`config.mk`:
```
export PLATFORM = sky130hd
export DESIGN_NAME = trigger_conditioner
export DESIGN_NICKNAME = d
export VERILOG_FILES = /design/src/rtl/trigger_pkg.sv /design/src/rtl/trig_debounce.sv /design/src/rtl/trigger_conditioner.sv
export SDC_FILE = /design/constraint.sdc
export NUM_CORES = 1
export LEC_CHECK = 0
export ABC_AREA = 0
export CORE_MARGIN = 2
export CORE_UTILIZATION = 54
export CTS_CLUSTER_SIZE = 12
export DETAILED_ROUTE_END_ITERATION = 8
export HOLD_SLACK_MARGIN = 0.03
export PLACE_DENSITY = 0.86
export SLEW_MARGIN = 20
export SYNTH_ARGS = -nofsm -noshare
export SYNTH_HDL_FRONTEND = slang
export SYNTH_SLANG_ARGS = --single-unit
```
`constraint.sdc`:
```
create_clock -name dataclk -period 2.45 [get_ports dataclk]
set_input_delay 0.49 -clock dataclk [delete_from_list [all_inputs] [get_ports dataclk]]
set_output_delay 0.49 -clock dataclk [all_outputs]
set_load 0.03 [all_outputs]
```
`src/rtl/trigger_pkg.sv`:
```
// Shared widths, bus offsets and helpers for the trigger conditioner.
// Contents:
//   NUM_DIGIN / NUM_ADC / NUM_SW  - field widths of the trigger bus
//   DIGIN_LSB / ADC_LSB / SW_LSB  - field offsets within the bus
//   TRIG_W                        - total trigger bus width
//   TICK_STATE_DEFAULT            - default frame-update main_state value
//   sw_load_value()               - software pulse length, 0 mapped to 1
package trigger_pkg;

    localparam int unsigned NUM_DIGIN = 16;
    localparam int unsigned NUM_ADC   = 8;
    localparam int unsigned NUM_SW    = 8;

    localparam int unsigned DIGIN_LSB = 0;
    localparam int unsigned ADC_LSB   = 16;
    localparam int unsigned SW_LSB    = 24;

    localparam int unsigned TRIG_W    = 32;

    localparam logic [31:0] TICK_STATE_DEFAULT = 32'd98;

    // A programmed length of zero still produces a one-frame pulse.
    function automatic logic [7:0] sw_load_value(input logic [7:0] frames);
        return (frames == 8'd0) ? 8'd1 : frames;
    endfunction

endpackage

```
`src/rtl/trig_debounce.sv`:
```
// Single digital trigger input: 2-flop synchroniser followed by an
// optional frame-based debounce counter.
// Build option: TRIG_DEBOUNCE_EN - when defined, the debounce counter is
// built; otherwise the synchronised input is sampled directly on each tick.
// Ports:
//   clk_i              system clock
//   reset_i            synchronous active-high reset
//   din_i              raw asynchronous input bit
//   tick_i             frame-update strobe
//   debounce_frames_i  extra consecutive frames a change must persist
//   trig_o             conditioned (registered) trigger bit
module trig_debounce (
    input  logic       clk_i,
    input  logic       reset_i,
    input  logic       din_i,
    input  logic       tick_i,
    input  logic [3:0] debounce_frames_i,
    output logic       trig_o
);

    logic [1:0] sync_q;
    logic       din_s;
    logic       trig_q;
    logic       trig_d;

    always_ff @(posedge clk_i) begin
        if (reset_i) begin
            sync_q <= '0;
        end else begin
            sync_q <= {sync_q[0], din_i};
        end
    end

    assign din_s = sync_q[1];

`ifdef TRIG_DEBOUNCE_EN
    logic [3:0] cnt_q;
    logic [3:0] cnt_d;

    always_comb begin
        trig_d = trig_q;
        cnt_d  = cnt_q;
        if (tick_i) begin
            if (din_s == trig_q) begin
                cnt_d = '0;
            end else if (cnt_q >= debounce_frames_i) begin
                trig_d = din_s;
                cnt_d  = '0;
            end else begin
                cnt_d = cnt_q + 4'd1;
            end
        end
    end

    always_ff @(posedge clk_i) begin
        if (reset_i) begin
            trig_q <= 1'b0;
            cnt_q  <= '0;
        end else begin
            trig_q <= trig_d;
            cnt_q  <= cnt_d;
        end
    end
`else
    logic debounce_unused;
    assign debounce_unused = ^debounce_frames_i;

    always_comb begin
        trig_d = tick_i ? din_s : trig_q;
    end

    always_ff @(posedge clk_i) begin
        if (reset_i) begin
            trig_q <= 1'b0;
        end else begin
            trig_q <= trig_d;
        end
    end
`endif

    assign trig_o = trig_q;

endmodule

```
`src/rtl/trigger_conditioner.sv`:
```
// Builds the 32-bit trigger bus for the output/stimulation sequencers.
// All bus fields update once per frame on the tick cycle
// (channel == 0 && main_state == TICK_STATE) and are registered.
// Build option: TRIG_DEBOUNCE_EN (inside trig_debounce) enables the
// digital-input debounce counters.
// Ports:
//   dataclk          system clock
//   reset            synchronous active-high reset
//   main_state       global frame state counter
//   channel          global channel counter
//   digin            raw asynchronous digital inputs
//   adc_above        ADC threshold flags (dataclk domain)
//   sw_trig_word     software-trigger bit mask
//   sw_trig_strobe   one-cycle pulse latching sw_trig_word
//   debounce_frames  debounce length in extra frames
//   sw_trig_frames   software pulse length in frames (0 acts as 1)
//   triggers         [15:0] digin, [23:16] ADC, [31:24] software
//   frame_tick       one-cycle pulse when triggers has just updated
module trigger_conditioner
    import trigger_pkg::*;
#(
    parameter logic [31:0] TICK_STATE = TICK_STATE_DEFAULT
) (
    input  logic                 dataclk,
    input  logic                 reset,
    input  logic [31:0]          main_state,
    input  logic [5:0]           channel,
    input  logic [NUM_DIGIN-1:0] digin,
    input  logic [NUM_ADC-1:0]   adc_above,
    input  logic [NUM_SW-1:0]    sw_trig_word,
    input  logic                 sw_trig_strobe,
    input  logic [3:0]           debounce_frames,
    input  logic [7:0]           sw_trig_frames,
    output logic [TRIG_W-1:0]    triggers,
    output logic                 frame_tick
);

    logic tick;
    assign tick = (channel == 6'd0) && (main_state == TICK_STATE);

    // Digital inputs
    logic [NUM_DIGIN-1:0] dig_trig;

    for (genvar g = 0; g < NUM_DIGIN; g++) begin : g_dig
        trig_debounce u_deb (
            .clk_i             (dataclk),
            .reset_i           (reset),
            .din_i             (digin[g]),
            .tick_i            (tick),
            .debounce_frames_i (debounce_frames),
            .trig_o            (dig_trig[g])
        );
    end

    // ADC flags and frame tick
    logic [NUM_ADC-1:0] adc_q;
    logic [NUM_ADC-1:0] adc_d;
    logic               frame_tick_q;

    always_comb begin
        adc_d = tick ? adc_above : adc_q;
    end

    // Software triggers
    logic [NUM_SW-1:0] sw_pending_q;
    logic [NUM_SW-1:0] sw_pending_d;
    logic [7:0]        swcnt_q [NUM_SW];
    logic [7:0]        swcnt_d [NUM_SW];
    logic [NUM_SW-1:0] sw_trig_q;
    logic [NUM_SW-1:0] sw_trig_d;

    always_comb begin
        sw_pending_d = sw_pending_q;
        swcnt_d      = swcnt_q;
        sw_trig_d    = sw_trig_q;
        if (tick) begin
            for (int unsigned j = 0; j < NUM_SW; j++) begin
                if (sw_pending_q[j]) begin
                    swcnt_d[j] = sw_load_value(sw_trig_frames);
                end else if (swcnt_q[j] != 8'd0) begin
                    swcnt_d[j] = swcnt_q[j] - 8'd1;
                end
                sw_trig_d[j] = (swcnt_d[j] != 8'd0);
            end
            sw_pending_d = '0;
        end
        // Applied after the tick clear so a coincident strobe waits for the next tick.
        if (sw_trig_strobe) begin
            sw_pending_d = sw_pending_d | sw_trig_word;
        end
    end

    always_ff @(posedge dataclk) begin
        if (reset) begin
            adc_q        <= '0;
            frame_tick_q <= 1'b0;
            sw_pending_q <= '0;
            swcnt_q      <= '{default: '0};
            sw_trig_q    <= '0;
        end else begin
            adc_q        <= adc_d;
            frame_tick_q <= tick;
            sw_pending_q <= sw_pending_d;
            swcnt_q      <= swcnt_d;
            sw_trig_q    <= sw_trig_d;
        end
    end

    assign triggers[DIGIN_LSB +: NUM_DIGIN] = dig_trig;
    assign triggers[ADC_LSB   +: NUM_ADC]   = adc_q;
    assign triggers[SW_LSB    +: NUM_SW]    = sw_trig_q;
    assign frame_tick = frame_tick_q;

endmodule

```
==> Word level (Yosys, flattened, before mapping) <==
Index checks and enable logic that the tools add are counted.
{ "totals": {"regBits": 137, "latch_bits": 0, "ramBits": 0, "rom_bits": 0, "in_bits": 85, "output_inout_bits": 33, "word_cells": 100, "memories": 0} }
{ "classes": {"addsub": 8, "multipliers": 0, "div": 0, "n_lt_le_gt_ge": 0, "n_eq_ne": 1, "shifts": 0, "mux": 27, "bitwise_logic": 1, "n_reduce_logical": 19} }
{ "op_table": {"columns": ["cell", "n"], "rows": [
  ["$mux W8", 27],
  ["$reduce_bool A8 Y1", 16],
  ["$sub A8 B1 Y8 const B", 8],
  ["$eq A32 B7 Y1 const B", 1],
  ["$logic_not A8 Y1", 1],
  ["$or A8 B8 Y8", 1],
  ["$logic_not A6 Y1", 1],
  ["$logic_and A1 B1 Y1", 1]
]} }

==> Longest topological paths before layout <==
{ "logic_depth": {"ltp_word": 5, "ltp_mapped": 8, "depth_no_buf": 8} }

==> Modules after synthesis <==
Synthesis repeated with hierarchy kept, for this count alone.
{ "unflattened": {"hier_cells": 923, "hier_area_um2": 7309.5} }
{ "by_module_without_submodules": {"columns": ["mod", "instances", "cells_each", "area_each_um2", "seq_area_each_um2"], "rows": [
  ["trigger_conditioner", 1, 811, 5848.1, 1781.7],
  ["trig_debounce", 16, 7, 91.3, 60.1]
]} }

==> Least setup slack after synthesis <==
Ideal clock, no wire load.
{ "synth_path": {"path_kind": "register to register", "startpoint": "register swcnt_q[42] (netlist name)", "endpoint": "register sw_trig_q[2]", "setup_time_ns": 0.131, "t_arrival_ns": 2.086, "required_time_ns": 2.319, "slack_ns": 0.232, "path_stages_with_launch": 8, "n_path_buf": 1, "period_less_slack_ns": 2.218, "cell_sequence": "dfxtp_1 -> clkbuf_1 -> or4_1 -> nor4_1 -> mux2_1 -> mux2_2 -> nor4_1 -> nor3_1"} }
{ "synth_between": {"elab_chain_cells": 5, "word_cells_on_any_way": 6, "cone_classes": "add/sub: 1; mux: 3; reduce/logical: 2"} }
{ "synth_lines": {"columns": ["item", "line", "rtl"], "rows": [
  ["start, declared", "trigger_conditioner.sv:67", "logic [7:0] swcnt_q [NUM_SW];"],
  ["start signal, assigned", "trigger_conditioner.sv:104", "swcnt_q <= swcnt_d;"],
  ["$sub A8 B1 Y8 or $reduce_bool A8 Y1 (tied branches)", "trigger_conditioner.sv:81, trigger_conditioner.sv:80", null],
  ["$mux W8 *", "trigger_conditioner.sv:80", "end else if (swcnt_q[j] != 8'd0) begin"],
  ["$mux W8 *", "trigger_conditioner.sv:78", "if (sw_pending_q[j]) begin"],
  ["$mux W8 *", "trigger_conditioner.sv:76", "if (tick) begin"],
  ["$reduce_bool A8 Y1 *", "trigger_conditioner.sv:83", "sw_trig_d[j] = (swcnt_d[j] != 8'd0);"],
  ["end signal, assigned", "trigger_conditioner.sv:105", "sw_trig_q <= sw_trig_d;"],
  ["end, declared", "trigger_conditioner.sv:69", "logic [NUM_SW-1:0] sw_trig_q;"]
]} }
Mark *: on every way between the ends. The rest lies on a longest branch, timed or not. The select of a mux whose other input is x is not followed.
A chain may end at the register's enable or synchronous reset.

==> Final worst setup path <==
{ "layout_path": {"startpoint": "register swcnt_q[0] (netlist name)", "endpoint": "register sw_trig_q[7]"} }
The elaborated chain is that of the path after synthesis.

==> results.yml <==
status:
  status: "completed"
floorplanning:
  core-area_um2: 13200
  die_h_um: 120
  rows: 42
  initial_core_util_pct: 55.2
  die_area_um2: 14500
  pin_count: 118
  fp.dieW_um: 120
sta:
  skew_ns: 0.0105
  setup_ws_ns: 0.138
  hold_viol_final: 0
  slew_headroom_pct: 52.8
  finalCriticalPeriod_ns: 2.31
  finalSetupViolations: 0
  finalCritPeriodShare_pct: 94.4
  rsz0062_at_grt: "no"
  hold_slack_ns: 0.438
  drv_slew: 0
  worstMarginPinSlew_ns: 0.707
  max_freq_mhz: 433
cts:
  clkTransAtPathRegs_ns: 0.06
  clk_latency_ns: 0.43
  postCtsSetupBuffers: 0
  cts-root-buf: "clkbuf_16"
  cts_made_buffers: 17
  clkSinkCount: 137
  cts_tree: "yes"
  cts_htree_levels: 4
  clockBufferDepth: 2
global_routing:
  grt_pass1_vias: 6853
  grt.overflow.total: 0
  grt_pass1_wl_um: 32300
  grt_max_degree: 47
  antenna_found_initial: 0
  grt.total_usage_pct: 27.5
yosys:
  syn_area_um2: 7310
  synth_seq_cells: 137
  synth_most_common_cell: "dfxtp_1"
  netlist_top_cells_count: "dfxtp_1, nand2_1, nor2_1"
  synth-simple-area-share_pct: 28.6
  synthTopCellsByArea: "dfxtp_1, nand2_1, nor2_1"
  synth-compound-area-share_pct: 18.9
  synth_top_area_share_pct: 37.5
  synth_top_family_by_area: "simple AND/OR/NAND/NOR gates"
  ys.warnings.count: 0
  ys_types: 64
  synthArstFlopShare_pct: 0
  synth_fa_ha_area_share_pct: 2.74
  synth_edf_count: 0
  synth-xor-area-share_pct: 3.47
  muxShareOfSynthArea_pct: 2.34
  syn_inst: 933
  yosysTopAreaCell: "dfxtp_1"
  yosysSeqAreaShare_pct: 37.5
  syn-num-nets: 1034
  synthFlopType: "dfxtp_1"
  avgSynthCellArea_um2: 7.84
detailed_routing:
  wl_per_cell_um: 16.3
  drtPass1Iterations: 5
  drt-initial-drc-count: 457
  via_per_inst: 5.89
  wirelength_um: 20000
  drc: 0
  ant_nets: 0
  num_vias: 7201
hold_path:
  hold_path_end: "g_dig[8].u_deb.sync_q[1]$_SDFF_PP0_"
  whs_path_depth: 1
  min-delay-start: "g_dig[8].u_deb.sync_q[0]$_SDFF_PP0_"
  min_path_type: "register to register"
setup_path:
  worstPathCellList: "inv_1, ha_1, or3b_1, o31a_1, o31ai_1, nand3_1, a2111oi_4, a211oi_2"
  critPathLaunch: "swcnt_q[0]$_SDFFE_PP0P_"
  worstPathArrival_ns: 2.62
  timing.rr.start: "swcnt_q[0]$_SDFFE_PP0P_"
  r2r_slack_ns: 0.14
  reg2reg_to: "sw_trig_q[7]$_SDFFE_PP0P_"
  critPathSlowestCell: "or3b_1"
  crit_type: "register to register"
  required_ns: 2.76
  crit_fanout: 4
  max_stage_delay_ns: 0.42
  worstSetupEndpointType: "register"
  r2r_cells: 8
  start_kind: "register"
power:
  cellPowerDensity_nw_per_um2: 543
  ir_drop_mv: 0.524
  leakage_nw: 3.45
  power_mw: 5.08
placed_design:
  gp_congestion: 0.943
  pre_cts_ws_ns: -0.181
  dp_hpwl_um: 13000
  portBuffers: 113
cells_and_area:
  fin_nets: 1135
  nFillCells: 991
  antenna_cells: 0
  drive_above_1_share_pct: 10.3
  synthToLayoutAreaGrowth_pct: 28.1
job:
  drv_cap: 0
[through the flow]
stage	utilization (%)	setup TNS (ns)	cell area, um^2	cells
detailed placement	66.3	-7.39	8770	1191
global route	70.7	0	9360	1222
floorplan	-	0	7310	933
CTS	70.4	0	9330	1222
finish	70.7	0	9360	1222
global placement	66.3	-6.39	8770	1191
[layout make-up]
cell class	count	area, um^2	area share (%)
Timing Repair Buffer	166	1610	17.2
Clock buffer	18	429	4.58
Clock inverter	13	121	1.30
Sequential cell	137	2740	29.3
Inverter	26	97.6	1.04
Tap cell	176	220	2.35
Multi-Input combinational cell	686	4140	44.2
[worst max path at each step]
stage | end | cells past startpoint
floorplan | sw_trig_q[2]$_SDFFE_PP0P_ | 7
global placement | swcnt_q[16]$_SDFFE_PP0P_ | 8
detailed placement | sw_trig_q[0]$_SDFFE_PP0P_ | 9
CTS | sw_trig_q[7]$_SDFFE_PP0P_ | 8
global route | sw_trig_q[7]$_SDFFE_PP0P_ | 8
finish | sw_trig_q[7]$_SDFFE_PP0P_ | 8
[power by group]
| part | internal, mW | leakage [nW] | switching [mW] | total, mW |
|---|---|---|---|---|
| Combinational | 0.210 | 2.09 | 0.168 | 0.378 |
| Clock | 1.39 | 0.255 | 1.00 | 2.39 |
| Sequential | 2.26 | 1.11 | 0.0485 | 2.31 |
[cells in the final DEF, fill, tap and decap left out, types with 28 or more instances in the layout]
master,count
clkdlybuf4s50_1,112
nor4_1,28
dfxtp_1,137
nand2_1,121
nor2_1,111
buf_4,47
nor2b_1,36
a21oi_1,68
nor3_1,36
[critical path, delay by kind of cell (launching register included)]
| kind | cells | cell delay [ns] |
|---|---|---|
| adders and majority gates | 1 | 0.18 |
| AOI/OAI and AO/OA | 4 | 0.97 |
| DFF | 1 | 0.34 |
| buffers and inverters | 1 | 0.10 |
| and+or+nand+nor | 2 | 0.62 |
[layer usage]
layer | wire, um | GRT usage [%] | vias to the layer above
met5 | 0 | 0 | -
met4 | 608 | 11.8 | 0
met3 | 1580 | 7.45 | 52
met2 | 9460 | 45.8 | 293
met1 | 8310 | 33.4 | 3364
li1 | - | - | 3492
[registers in the layout (all words and copies together) (netlist names)]
signal              flops
swcnt_q                64
frame_tick              1
adc_q                   8
sw_pending_q            8
g_dig.u_deb.sync_q     32
g_dig.u_deb.trig_o     16
sw_trig_q               8
[what timing repair did]
action                     CTS  global route
setup endpoints to repair    0             3
gates resized for setup      0             5
hold buffers                 0             0
[kinds of logic (layout without fill, tap and decap cells)]
group,Yosys count,count (layout)
buffers and inverters,110,223
XOR/XNOR,29,29
AO/OA/AOI/OAI,205,205
flip-flops,137,137
multiplexers,16,16
adder cells (fa/ha/maj),16,16
AND/OR/NAND/NOR,420,420
(Power assumes the default switching activity.)
